## config.mk

```make
export PLATFORM = sky130hd
export DESIGN_NAME = spi_led_ctrl
export DESIGN_NICKNAME = d
export VERILOG_FILES = /design/src/rtl/spi_led_ctrl.sv
export SDC_FILE = /design/constraint.sdc
export NUM_CORES = 1
export LEC_CHECK = 0
export BUFFER_PORTS_ARGS = -buffer_cell sky130_fd_sc_hd__buf_2
export CAP_MARGIN = 20
export CORE_MARGIN = 3
export CORE_UTILIZATION = 60
export DETAILED_ROUTE_END_ITERATION = 7
export PLACE_DENSITY = 0.82
export SETUP_SLACK_MARGIN = 0.15
export SYNTH_ARGS = -nofsm -noshare
export SYNTH_HDL_FRONTEND = slang
export SYNTH_SLANG_ARGS = --single-unit
export TNS_END_PERCENT = 100
```

## constraint.sdc

```tcl
create_clock -name sysclk -period 2.7 [get_ports sysclk]
set_input_delay 0.405 -clock sysclk [delete_from_list [all_inputs] [get_ports sysclk]]
set_output_delay 0.405 -clock sysclk [all_outputs]
set_load 0.02 [all_outputs]
```

## src/rtl/spi_led_ctrl.sv

```systemverilog
// spi_led_ctrl: turns decoded SPI frames into per-channel PWM duty settings.
// A small FSM captures a frame, decodes it, and writes a shadow duty register.
// The shadow values move to the active registers only at a PWM period boundary.
// Optional build macro: LED_READBACK_EN adds the READ command (cmd 8'h40).
// READ returns the shadow duty in o_slv_frame. Without the macro, READ is an
// illegal command and the slave reply outputs are tied low.
`timescale 1ns/1ps
module spi_led_ctrl #(
  parameter int PWM_PRESCALE = 125,
  parameter int NUM_LEDS     = 4
) (
  input  logic                sysclk,
  input  logic                rst_n,
  input  logic                frame_valid,
  input  logic [7:0]          i_cmd,
  input  logic [7:0]          i_addr,
  input  logic [7:0]          i_payload,
  output logic [NUM_LEDS-1:0] o_led,
  output logic [23:0]         o_slv_frame,
  output logic                o_slv_tx_enb,
  output logic                o_err
);

  localparam int         PRE_W     = (PWM_PRESCALE > 1) ? $clog2(PWM_PRESCALE) : 1;
  localparam logic [7:0] CMD_WRITE = 8'h80;
  localparam logic [7:0] CMD_READ  = 8'h40;
  localparam logic [6:0] DUTY_MAX  = 7'd100;
  localparam logic [6:0] STEP_LAST = 7'd99;

  typedef enum logic [2:0] {S_IDLE, S_DECODE, S_WRITE, S_READ, S_ERROR} state_t;

  state_t             state;
  logic [7:0]         cmd_q;
  logic [7:0]         addr_q;
  logic [7:0]         pay_q;
  logic [6:0]         shadow [NUM_LEDS];
  logic [6:0]         active [NUM_LEDS];
  logic [PRE_W-1:0]   pre_cnt;
  logic [6:0]         step;
  logic               pre_wrap;
  logic               addr_ok;
  logic [1:0]         ch;

  // Duty requests above 100 % clamp to full-on.
  function automatic logic [6:0] sat_duty(input logic [7:0] v);
    return (v > 8'd100) ? DUTY_MAX : v[6:0];
  endfunction

  assign ch       = addr_q[1:0];
  assign addr_ok  = (addr_q[7:2] == 6'b101000) && ({1'b0, ch} < 3'(NUM_LEDS));
  assign pre_wrap = (pre_cnt == PRE_W'(PWM_PRESCALE - 1));

`ifdef LED_READBACK_EN
  logic [6:0] rd_duty;

  // Select the shadow duty of the addressed channel for the READ reply.
  always_comb begin
    rd_duty = '0;
    for (int n = 0; n < NUM_LEDS; n++) begin
      if (ch == 2'(n)) rd_duty = shadow[n];
    end
  end
`else
  assign o_slv_frame  = '0;
  assign o_slv_tx_enb = 1'b0;
`endif

  // Frame FSM: capture, decode, then one action cycle; also flags dropped frames.
  always_ff @(posedge sysclk or negedge rst_n) begin
    if (!rst_n) begin
      state  <= S_IDLE;
      cmd_q  <= '0;
      addr_q <= '0;
      pay_q  <= '0;
      o_err  <= 1'b0;
      for (int n = 0; n < NUM_LEDS; n++) shadow[n] <= '0;
`ifdef LED_READBACK_EN
      o_slv_frame  <= '0;
      o_slv_tx_enb <= 1'b0;
`endif
    end else begin
      // A frame arriving while busy is discarded and reported next cycle.
      o_err <= frame_valid && (state != S_IDLE);
`ifdef LED_READBACK_EN
      o_slv_tx_enb <= 1'b0;
`endif
      case (state)
        S_IDLE: begin
          if (frame_valid) begin
            cmd_q  <= i_cmd;
            addr_q <= i_addr;
            pay_q  <= i_payload;
            state  <= S_DECODE;
          end
        end
        S_DECODE: begin
          if (addr_ok && (cmd_q == CMD_WRITE)) begin
            state <= S_WRITE;
          end
`ifdef LED_READBACK_EN
          else if (addr_ok && (cmd_q == CMD_READ)) begin
            state        <= S_READ;
            o_slv_tx_enb <= 1'b1;
            o_slv_frame  <= {CMD_READ, addr_q, 1'b0, rd_duty};
          end
`endif
          else begin
            state <= S_ERROR;
            o_err <= 1'b1;
          end
        end
        S_WRITE: begin
          for (int n = 0; n < NUM_LEDS; n++) begin
            if (ch == 2'(n)) shadow[n] <= sat_duty(pay_q);
          end
          state <= S_IDLE;
        end
        default: state <= S_IDLE;
      endcase
    end
  end

  // PWM timebase, period-boundary duty transfer and registered LED compare.
  always_ff @(posedge sysclk or negedge rst_n) begin
    if (!rst_n) begin
      pre_cnt <= '0;
      step    <= '0;
      o_led   <= '0;
      for (int n = 0; n < NUM_LEDS; n++) active[n] <= '0;
    end else begin
      if (pre_wrap) begin
        pre_cnt <= '0;
        if (step == STEP_LAST) begin
          step <= '0;
          for (int n = 0; n < NUM_LEDS; n++) active[n] <= shadow[n];
        end else begin
          step <= step + 7'd1;
        end
      end else begin
        pre_cnt <= pre_cnt + PRE_W'(1);
      end
      for (int n = 0; n < NUM_LEDS; n++) o_led[n] <= (step < active[n]);
    end
  end

endmodule

```

==> impl_metrics.yaml <==
worst_setup_path:
  reg2reg_to: "active[13]"
  crit_path_start_kind: "register"
  cp_max_fo: 28
  r2r_cells: 4
  end_kind: "register"
  worstPathArrival_ps: 2290
  rr_startpoint: "step[3]"
  worstPathRequired_ps: 2960
  rrSetupSlack_ps: 670
  crit_type: "reg2reg"
route:
  via_per_inst: 5.38
  met1_length_um: 3750
  drc: 0
  postRouteAntennaNets: 0
  wl_met2_um: 4200
  drt_iter0_drc: 118
  wl_um: 8500
  highest_layer: "met4"
  vias: 2958
  wl_per_cell_um: 15.4
  first_pass_iters: 4
  wl_met3_um: 368
placement:
  dp_hpwl_um: 6220
  io_buffer_count: 31
  place_congestion: 0.885
  place_inst: 534
timing:
  worst_pin_slew_ps: 619
  slew_headroom: 0.588
  hold_viol: 0
  rsz0062_at_grt: "no"
  period_minus_slack_ps: 2030
  timing.final.crit_share: 0.752
  finalSetupViolCount: 0
  slew_viol_final: 0
  setup_tns_ps: 0
  fin_skew_ps: 12.2
  fmaxAchievable_mhz: 492
logic_synthesis:
  avgSynthCellArea_um2: 12.1
  yosysWarnings: 0
  synth_seq_cells: 102
  synth.cell_area_mm2: 0.00490
  synth_enable_flop_cells: 0
  syn-instance-count: 406
  ys_async_sr_fraction: 1.00
  synthFlopType: "dfrtp_1"
  ys_types: 37
  seq_area_frac_synth: 0.521
clock_tree:
  clk_latency_ps: 380
  htree_levels: 3
  root_buffer: "clkbuf_8"
  clk_pin_slew_worst_paths_ps: 100
  cts_hold_buf: 0
  cts_setup_buffers: 0
  ctsResizeCount: 0
  clockBufferDepth: 2
  cts.sinks: 102
  cts_buffers: 9
  cts_tree: "done"
global_routing:
  grt.total_usage: 0.206
  overflow: 0
  grt_max_degree: 49
  grt_pass1_vias: 3045
  grt_pass1_wl_um: 14600
  antenna_found_initial: 0
floorplan:
  dieArea_mm2: 0.00929
  die_w_um: 96.4
  num_rows: 32
  die_y_um: 96.4
  core_mm2: 0.00785
  ios: 57
  initial_utilization: 0.625
final_layout:
  drive_above_1_share: 0.268
  finalNonFillerCells: 550
  area_delta_synth_final_pct: 7.71
  finalNetCount: 497
  n_fill_cell: 598
  insertedDiodeCount: 0
run:
  maxCapViolCount: 0
status:
  outcome: "finished, final reports clean"
power_and_ir_drop:
  cellLeakagePower_uw: 0.00263
  p_total_uw: 3120
  vdd.ir_drop.worst_mv: 0.466
  p_per_area_mw_per_mm2: 591
worst_hold_path:
  hp-class: "in2async"
worst max-delay path, cell delays in order (launching register included):
cell and delay (ps):
dfrtp_1 500, and4bb_2 400, nand2_4 80, nor2_8 510, mux2_2 400
registers in the layout, summed over array words and instances (netlist names):
register	count
active	28
addr_q	8
cmd_q	8
o_err	1
o_led	4
pay_q	8
pre_cnt	7
shadow	28
state	3
step	7
per-stage QoR:
step | utilization | hold slack, ps | setup slack (ps) | cell area [µm²]
floorplan | - | 109 | 1030 | 4990
global placement | 0.643 | 441 | 759 | 5040
detailed placement | 0.643 | 444 | 712 | 5040
CTS | 0.673 | 37.6 | 668 | 5280
global route | 0.673 | 50.2 | 535 | 5280
finish | 0.673 | 18.1 | 668 | 5280
synth_stat cells, types with 3 or more instances:
master,instances,area (µm²)
nor2b_1,5,31.3
a21o_1,7,52.6
nor4bb_1,3,30.0
nor4_1,3,18.8
ha_1,27,338
nand3_1,8,40.0
xnor2_1,3,26.3
and2_1,6,37.5
nand2_1,26,97.6
inv_1,27,101
nand4_1,3,18.8
mux2_2,42,473
nor2_1,21,78.8
dfrtp_1,102,2550
o21a_1,4,30.0
and3_1,5,31.3
mux2_4,20,300
nor3_1,3,15.0
buf_4,26,195
buf_2,3,15.0
o21ai_0,21,105
xor2_1,3,26.3
a21oi_1,20,100
layout by cell type, fill, tap and decap left out, types with 2 or more instances in the layout:
cell and instances:
a21o_1 7, a21oi_1 20, and2_1 6, and3_1 5, buf_2 30, buf_4 7
bufinv_16 2, clkbuf_8 9, conb_1 25, dfrtp_1 102, ha_1 27, inv_1 27
inv_6 3, mux2_2 42, mux2_4 20, nand2_1 26, nand2_4 2, nand3_1 8
nand4_1 3, nor2_1 21, nor2b_1 5, nor3_1 3, nor4_1 3, nor4bb_1 3
o21a_1 4, o21ai_0 21, xnor2_1 3, xor2_1 3
report_power, final:
part	switching (µW)	internal, µW	total (µW)
clock	572	546	1120
combinational	161	138	299
sequential	77.6	1630	1700
final cells by class:
class | count | area, µm² | share of cell area
sequential | 102 | 2550 | 0.483
timing repair buffer | 37 | 203 | 0.0384
multi-input combinational | 266 | 2060 | 0.390
inverter | 27 | 101 | 0.0192
clock buffer | 9 | 124 | 0.0235
tap | 102 | 128 | 0.0242
clock inverter | 7 | 114 | 0.0216
worst max path at each step:
stage                             to        from  depth (start not counted)  slack (ps)
after global routing      active[13]  pre_cnt[0]                          6         540
after global placement    active[13]     step[4]                          4         760
after floorplan           active[10]     step[3]                          5        1030
after CTS                 active[13]  pre_cnt[0]                          6         670
final                     active[13]     step[3]                          4         670
after detailed placement  active[13]     step[3]                          4         710
metal layers:
metal  vias up  global-route usage
li1       1419                   -
met1      1461               0.262
met2        61               0.351
met3        17              0.0503
met4         0              0.0619
met5         -                   0
cells by family (layout without fill, tap and decap cells):
group           count (synthesis)  in the layout  synth area share
buf+inv                        62             80            0.0778
simple gates                   91             91            0.0995
mux                            62             62             0.158
flops                         102            102             0.521
other cells                     1             25          0.000765
xor+xnor                        6              6            0.0107
fa+ha+maj                      27             27            0.0689
compound gates                 55             55            0.0638
Power figures use the tool's default switching activity.
